### config.mk
export PLATFORM = sky130hd
export DESIGN_NAME = memory_port_arbiter
export DESIGN_NICKNAME = d
export VERILOG_FILES = /design/src/rtl/memory_port_arbiter.sv
export SDC_FILE = /design/constraint.sdc
export NUM_CORES = 1
export LEC_CHECK = 0
export ABC_AREA = 1
export CAP_MARGIN = 20
export CORE_AREA = 2 2 85 87
export DETAILED_ROUTE_END_ITERATION = 10
export DIE_AREA = 0 0 87 89
export GPL_TIMING_DRIVEN = 1
export PLACE_DENSITY_LB_ADDON = 0.08
export REMOVE_ABC_BUFFERS = 1
export SKIP_LAST_GASP = 1
export SYNTH_ARGS = -nofsm -noshare
export SYNTH_HDL_FRONTEND = slang
export SYNTH_SLANG_ARGS = --single-unit
### constraint.sdc
create_clock -name i_Clock -period 5.1 [get_ports i_Clock]
set_input_delay 1.53 -clock i_Clock [delete_from_list [all_inputs] [get_ports i_Clock]]
set_output_delay 1.53 -clock i_Clock [all_outputs]
set_load 0.005 [all_outputs]
### src/rtl/memory_port_arbiter.sv
// memory_port_arbiter: shares one memory load/store port between the CPU LSU and the debug peripheral
module memory_port_arbiter #(
  parameter int XLEN = 32,
  parameter int BURST_LIMIT = 4,
  parameter int CNT_WIDTH = 3,
  parameter int LS_SEL_WIDTH = 1,
  parameter int MEMORY_STATE_WIDTH = 2,
  parameter logic [MEMORY_STATE_WIDTH:0] MEM_IDLE = 0,
  parameter logic [MEMORY_STATE_WIDTH:0] READ_AWAITING = 1,
  parameter logic [MEMORY_STATE_WIDTH:0] READ_SUCCESS = 3,
  parameter logic [MEMORY_STATE_WIDTH:0] WRITE_SUCCESS = 4,
  parameter logic [LS_SEL_WIDTH:0] LS_TYPE_NONE = 0
) (
  input  logic                          i_Clock,
  input  logic                          i_Reset,
  input  logic                          i_Halt_Cpu,
  input  logic                          i_Cpu_LS_Enable,
  input  logic [LS_SEL_WIDTH:0]         i_Cpu_LS_Type,
  input  logic                          i_Cpu_LS_Write_Enable,
  input  logic [XLEN-1:0]               i_Cpu_LS_Address,
  input  logic [XLEN-1:0]               i_Cpu_LS_Data,
  input  logic                          i_Dbg_LS_Enable,
  input  logic [LS_SEL_WIDTH:0]         i_Dbg_LS_Type,
  input  logic                          i_Dbg_LS_Write_Enable,
  input  logic [XLEN-1:0]               i_Dbg_LS_Address,
  input  logic [XLEN-1:0]               i_Dbg_LS_Data,
  output logic                          o_Cpu_Grant,
  output logic                          o_Dbg_Grant,
  output logic [MEMORY_STATE_WIDTH:0]   o_Cpu_Memory_State,
  output logic [MEMORY_STATE_WIDTH:0]   o_Dbg_Memory_State,
  output logic                          o_Memory_LS_Enable,
  output logic [LS_SEL_WIDTH:0]         o_Memory_LS_Type,
  output logic                          o_Memory_LS_Write_Enable,
  output logic [XLEN-1:0]               o_Memory_LS_Address,
  output logic [XLEN-1:0]               o_Memory_LS_Data,
  input  logic [MEMORY_STATE_WIDTH:0]   i_Memory_State
);
  typedef enum logic [1:0] {s_IDLE, s_CPU, s_DBG, s_DRAIN} state_t;
  state_t state, state_nx;
  logic last_dbg, last_dbg_nx;
  logic [CNT_WIDTH-1:0] cnt, cnt_nx, cnt_inc;
  logic mem_idle, done, any, other, own_en, sel;
  always_ff @(posedge i_Clock) begin
    if (i_Reset) begin
      state <= s_IDLE;
      last_dbg <= 1'b0;
      cnt <= '0;
    end else begin
      state <= state_nx;
      last_dbg <= last_dbg_nx;
      cnt <= cnt_nx;
    end
  end
  // After a drain the requester that did not own last goes first; from idle, halt or round-robin breaks ties.
  always_comb begin
    mem_idle = i_Memory_State == MEM_IDLE;
    done = i_Memory_State == READ_SUCCESS || i_Memory_State == WRITE_SUCCESS;
    any = i_Cpu_LS_Enable | i_Dbg_LS_Enable;
    other = state == s_CPU ? i_Dbg_LS_Enable : i_Cpu_LS_Enable;
    own_en = state == s_CPU ? i_Cpu_LS_Enable : i_Dbg_LS_Enable;
    cnt_inc = cnt + 1'b1;
    sel = state == s_DRAIN ? (last_dbg ? i_Dbg_LS_Enable & ~i_Cpu_LS_Enable : i_Dbg_LS_Enable)
                           : i_Dbg_LS_Enable & (~i_Cpu_LS_Enable | i_Halt_Cpu | ~last_dbg);
    state_nx = state;
    last_dbg_nx = last_dbg;
    cnt_nx = '0;
    if (state == s_IDLE || state == s_DRAIN) begin
      if (mem_idle) begin
        state_nx = !any ? s_IDLE : sel ? s_DBG : s_CPU;
        last_dbg_nx = any ? sel : last_dbg;
      end
    end else begin
      cnt_nx = !other ? '0 : done ? cnt_inc : cnt;
      if (!own_en || (done && other && (cnt_inc == CNT_WIDTH'(BURST_LIMIT) || (state == s_CPU && i_Halt_Cpu)))) begin
        state_nx = s_DRAIN;
        cnt_nx = '0;
      end
    end
  end
  always_comb begin
    o_Cpu_Grant = state == s_CPU;
    o_Dbg_Grant = state == s_DBG;
    o_Cpu_Memory_State = o_Cpu_Grant ? i_Memory_State : READ_AWAITING;
    o_Dbg_Memory_State = o_Dbg_Grant ? i_Memory_State : READ_AWAITING;
    o_Memory_LS_Enable = o_Cpu_Grant ? i_Cpu_LS_Enable : o_Dbg_Grant ? i_Dbg_LS_Enable : 1'b0;
    o_Memory_LS_Type = o_Cpu_Grant ? i_Cpu_LS_Type : o_Dbg_Grant ? i_Dbg_LS_Type : LS_TYPE_NONE;
    o_Memory_LS_Write_Enable = o_Cpu_Grant ? i_Cpu_LS_Write_Enable : o_Dbg_Grant ? i_Dbg_LS_Write_Enable : 1'b0;
    o_Memory_LS_Address = o_Cpu_Grant ? i_Cpu_LS_Address : o_Dbg_Grant ? i_Dbg_LS_Address : '0;
    o_Memory_LS_Data = o_Cpu_Grant ? i_Cpu_LS_Data : o_Dbg_Grant ? i_Dbg_LS_Data : '0;
  end
endmodule

== Word-level counts from Yosys, hierarchy flattened ==
Cells that the tools add are included.

* Equality and inequality tests: 7
* Add/subtract/negate cells: 1
* Bitwise gates (word level): 8
* Muxes and demuxes: 21
* Reductions and logical operators: 14

{| class="wikitable"
|+ Operators by type and width
! cell !! number
|-
| two-way mux 32 bit || 4
|-
| two-way mux 2 bit || 7
|-
| two-way mux 1 bit || 8
|-
| == test 3 bit (second input constant) || 2
|-
| two-way mux 3 bit || 2
|-
| == test 2 bit (second input constant) || 2
|-
| logical OR 1 bit || 4
|-
| OR reduction 4 bit || 1
|-
| adder 3 x 1 -> 3 bit (second input constant) || 1
|-
| == test 3 x 2 -> 1 bit (second input constant) || 1
|-
| logical AND 1 bit || 3
|-
| zero test 3 bit || 1
|-
| NOT 1 bit || 3
|-
| OR 1 bit || 3
|-
| AND reduction 3 bit || 1
|-
| AND 1 bit || 2
|-
| == test 2 x 1 -> 1 bit (second input constant) || 1
|-
| zero test 2 bit || 1
|-
| inequality test 2 bit (second input constant) || 1
|-
| AND reduction 2 bit || 1
|-
| nonzero test 2 bit || 1
|-
| zero test 1 bit || 1
|}

* Register bits after elaboration: 6
* Word-level logic and storage cells: 54

== Logic depth before layout (Yosys ltp) ==
* Depth in word-level cells: 9
* Mapped depth: 11
* Gate-level depth less buffers: 10

== Least setup slack after synthesis ==
No wires, ideal clock.

* Kind: input -> output
* Start: input port i_Cpu_LS_Enable
* End: output port o_Memory_LS_Enable
* Slack: 1.820 ns
* Data required time: 3.570 ns
* Buffers on the path: 0
* Stages on the path: 2
* Arrival: 1.750 ns
* Cell sequence: inv_1 > o21ai_0

* Cells in the longest elaborated chain, start to end: 1

{| class="wikitable"
|+ RTL lines
! what !! line !! RTL
|-
| from (decl) || 17 || <nowiki>input logic i_Cpu_LS_Enable,</nowiki>
|-
| two-way mux 1 bit || 85 || <nowiki>o_Memory_LS_Enable = o_Cpu_Grant ? i_Cpu_LS_Enable : o_Dbg_Grant ? i_Dbg_LS_Enable : 1'b0;</nowiki>
|-
| to (decl) || 31 || <nowiki>output logic o_Memory_LS_Enable,</nowiki>
|}

No other way between the ends.

== Worst setup path after layout ==
* Start: input port i_Dbg_LS_Enable
* End: output port o_Memory_LS_Enable

* Cells in the longest elaborated chain, start to end: 2

{| class="wikitable"
|+ RTL lines
! what !! line !! RTL
|-
| from (decl) || 22 || <nowiki>input logic i_Dbg_LS_Enable,</nowiki>
|-
| two-way mux 1 bit (2 in series) || 85 ||
|}

No other way between the ends.

==> results.cfg <==
[worst_setup_path]
crit-reg2reg-launch = state[1]$_SDFFE_PP0P_
worst_path_largest_cell_delay_ps = 570
cpMostUsedCell = clkdlybuf4s50_1
cp_cell_sequence = clkdlybuf4s50_1, nand3_1, o21ai_0, clkdlybuf4s50_1
cp_max_fo = 5
rr_endpoint = cnt[2]$_SDFFE_PP0P_
crit_required_ps = 3570
slowest_stage = clkdlybuf4s50_1
critPathBufInv = 2
cp-end-kind = primary output
crit_arrival_ps = 2840
reg2reg_slack_ps = 3200
cpLargestDelayFamily = buffers and inverters
cp-start-kind = input pin
worstSetupPathType = in -> out
worst_r2r_path_depth = 9

[pwr]
pwr-share-clk_pct = 5.9
p_leak_nw = 1.69
pwr-share-comb_pct = 88.9
switchingPower_w = 0.000522
p_sw_share_pct = 42.8
power.density_mw_per_mm2 = 330
vdd_drop_max_v = 0.000194
p_int_w = 0.000697
p_total_w = 0.00122
seqPwrFrac_pct = 5.1

[drt]
first_pass_iters = 4
drt_iter0_markers = 101
ant_nets = 0
drc_errors = 0
wl_met1_um = 3370
vias_per_cell = 4.54
met3_length_um = 821
routed.top_layer = met4
wl_per_cell_um = 14.9
postRouteWirelength_um = 8700
dr_wl_met2_um = 4330
via_count = 2656

[status]
outcome = finished clean

[cells_and_area]
nets = 655
multi_input_area_sq_mm = 0.00117
fill_cells = 665
finalInstanceArea_sq_mm = 0.00369
final_common_cell = clkdlybuf4s50_1
layout_common_cells = clkdlybuf4s50_1 (217), nand2_1 (161), nand3_1 (73)
diodes = 0
syn_to_final_growth_pct = 154
drive_gt1_share_pct = 2.77
seq_area_sq_um = 120
finish.utilization_pct = 55.0

[min_path]
min_path_cells = 2
hold_end = cnt[2]$_SDFFE_PP0P_
hp-class = reg -> reg
hold_start = cnt[2]$_SDFFE_PP0P_

[floorplan]
start_util_pct = 21.6
dieArea_sq_mm = 0.00774
fp-row-count = 30
die_x_um = 87
dieHeight_um = 89
core-area_sq_mm = 0.00672
io-pin-count = 218

[grt]
grt_pass1_wl_um = 12600
grt_pass1_vias = 2366
grt_max_degree = 72
grt_overflow = 0
grt_usage_pct = 20.2
antenna_found_initial = 0

[place]
hpwl_um = 6690
port_buffers = 217
gp_congestion = 0.774
place_area_sq_mm = 0.00365

[timing]
fin_worst_skew_ps = 0.864
fin_setup_tns_ps = 0
hold_violations = 0
hold-worst-slack_ps = 489
slew_viol_final = 0
rsz0062_at_grt = false
max_clock_freq_ghz = 0.229
fin_crit_sh_pct = 85.8
relSlewSlack_pct = 45.3
tightest_slew_ps = 821
period_minus_slack_ps = 4370
setup_violations = 0

[logic_synthesis]
ys_seq_area_share_pct = 8.26
synth.distinct_cells = 20
ys_seq_elements = 6
synthCells = 306
yosysWarningCount = 0
syn-cell-area_sq_mm = 0.00145
syn_area_per_cell_sq_um = 4.75

[job]
maxCapViolCount = 0

[cts]
post_cts_resized = 0
clock-sinks = 6
cts_buffers = 3
cts_tree = done
clkTransAtPathRegs_ps = 40
cts_max_path_buffers = 2
clkLatencyLatePin_ps = 220
cts_setup_buffers = 0
cts_hold_buf = 0
htreeDepth = 1
cts_root_buf = clkbuf_8
-- kinds of logic after synthesis --
family / Yosys count / share of synthesized area, %
AOI/OAI and AO/OA: 11 / 5.08
DFF: 6 / 8.26
adders and majority gates: 6 / 5.16
and+or+nand+nor: 244 / 69.8
buffers and inverters: 39 / 11.7
-- area by class of cell --
type	count	area share, %
inverter	16	1.69
tap	80	2.71
multi-input combinational	261	31.7
sequential	6	3.25
timing repair buffer	219	59.6
clock buffer	3	1.12
-- worst register-to-register path: stages, from the launching register on --
cell,delay [ps]
dfxtp_1,350
inv_1,100
ha_2,200
inv_4,510
nand2_1,140
o21ai_2,100
nor2_1,60
nand2_1,70
nand3_1,130
a21oi_1,150
-- stage by stage --
step           cells  setup WS (ps)
2_1_floorplan    283           1020
3_3_place_gp     582            728
3_5_place_dp     582            718
4_1_cts          585            718
5_1_grt          585            641
6_report         585            727
-- Yosys cell counts (all sizes together) --
library cell  count  share of area (%)
nand2           163                 42
dfxtp             6                8.3
ha                6                5.2
nor2              7                1.8
clkbuf           12                3.1
inv              16                4.3
a211oi            1               0.86
a21oi             5                2.2
buf              11                4.3
nand3            73                 25
or2               1               0.43
o21ai             5                2.0
-- power by group through the flow --
stage	Combinational (W)	Clock [W]	Sequential [W]
finish	0.00108	0.0000725	0.0000628
detailed placement	0.00109	0	0.0000642
global route	0.00118	0.0000764	0.0000639
floorplan	0.000422	0	0.0000614
global placement	0.00109	0	0.0000629
CTS	0.00110	0.0000739	0.0000632
-- state kept, by name, summed over array words and instances, names as in the netlist --
| signal | count |
|---|---|
| last_dbg | 1 |
| cnt | 3 |
| state | 2 |
-- metal layers --
metal  global-route usage [%]  vias to the layer above
met5                        0                        -
met3                     5.26                       18
met4                     4.97                        0
li1                         -                     1366
met1                     23.7                     1158
met2                     36.7                      114
-- worst max-delay path by stage --
stage,end,startpoint,depth (start not counted)
floorplan,o_Memory_LS_Enable,state[1]$_SDFFE_PP0P_,4
global placement,o_Memory_LS_Enable,i_Dbg_LS_Enable,4
detailed placement,o_Memory_LS_Enable,i_Dbg_LS_Enable,4
CTS,o_Memory_LS_Enable,i_Dbg_LS_Enable,4
global route,o_Memory_LS_Enable,i_Dbg_LS_Enable,4
finish,o_Memory_LS_Enable,i_Dbg_LS_Enable,4
No activity file was read; power rests on OpenSTA's default activity.
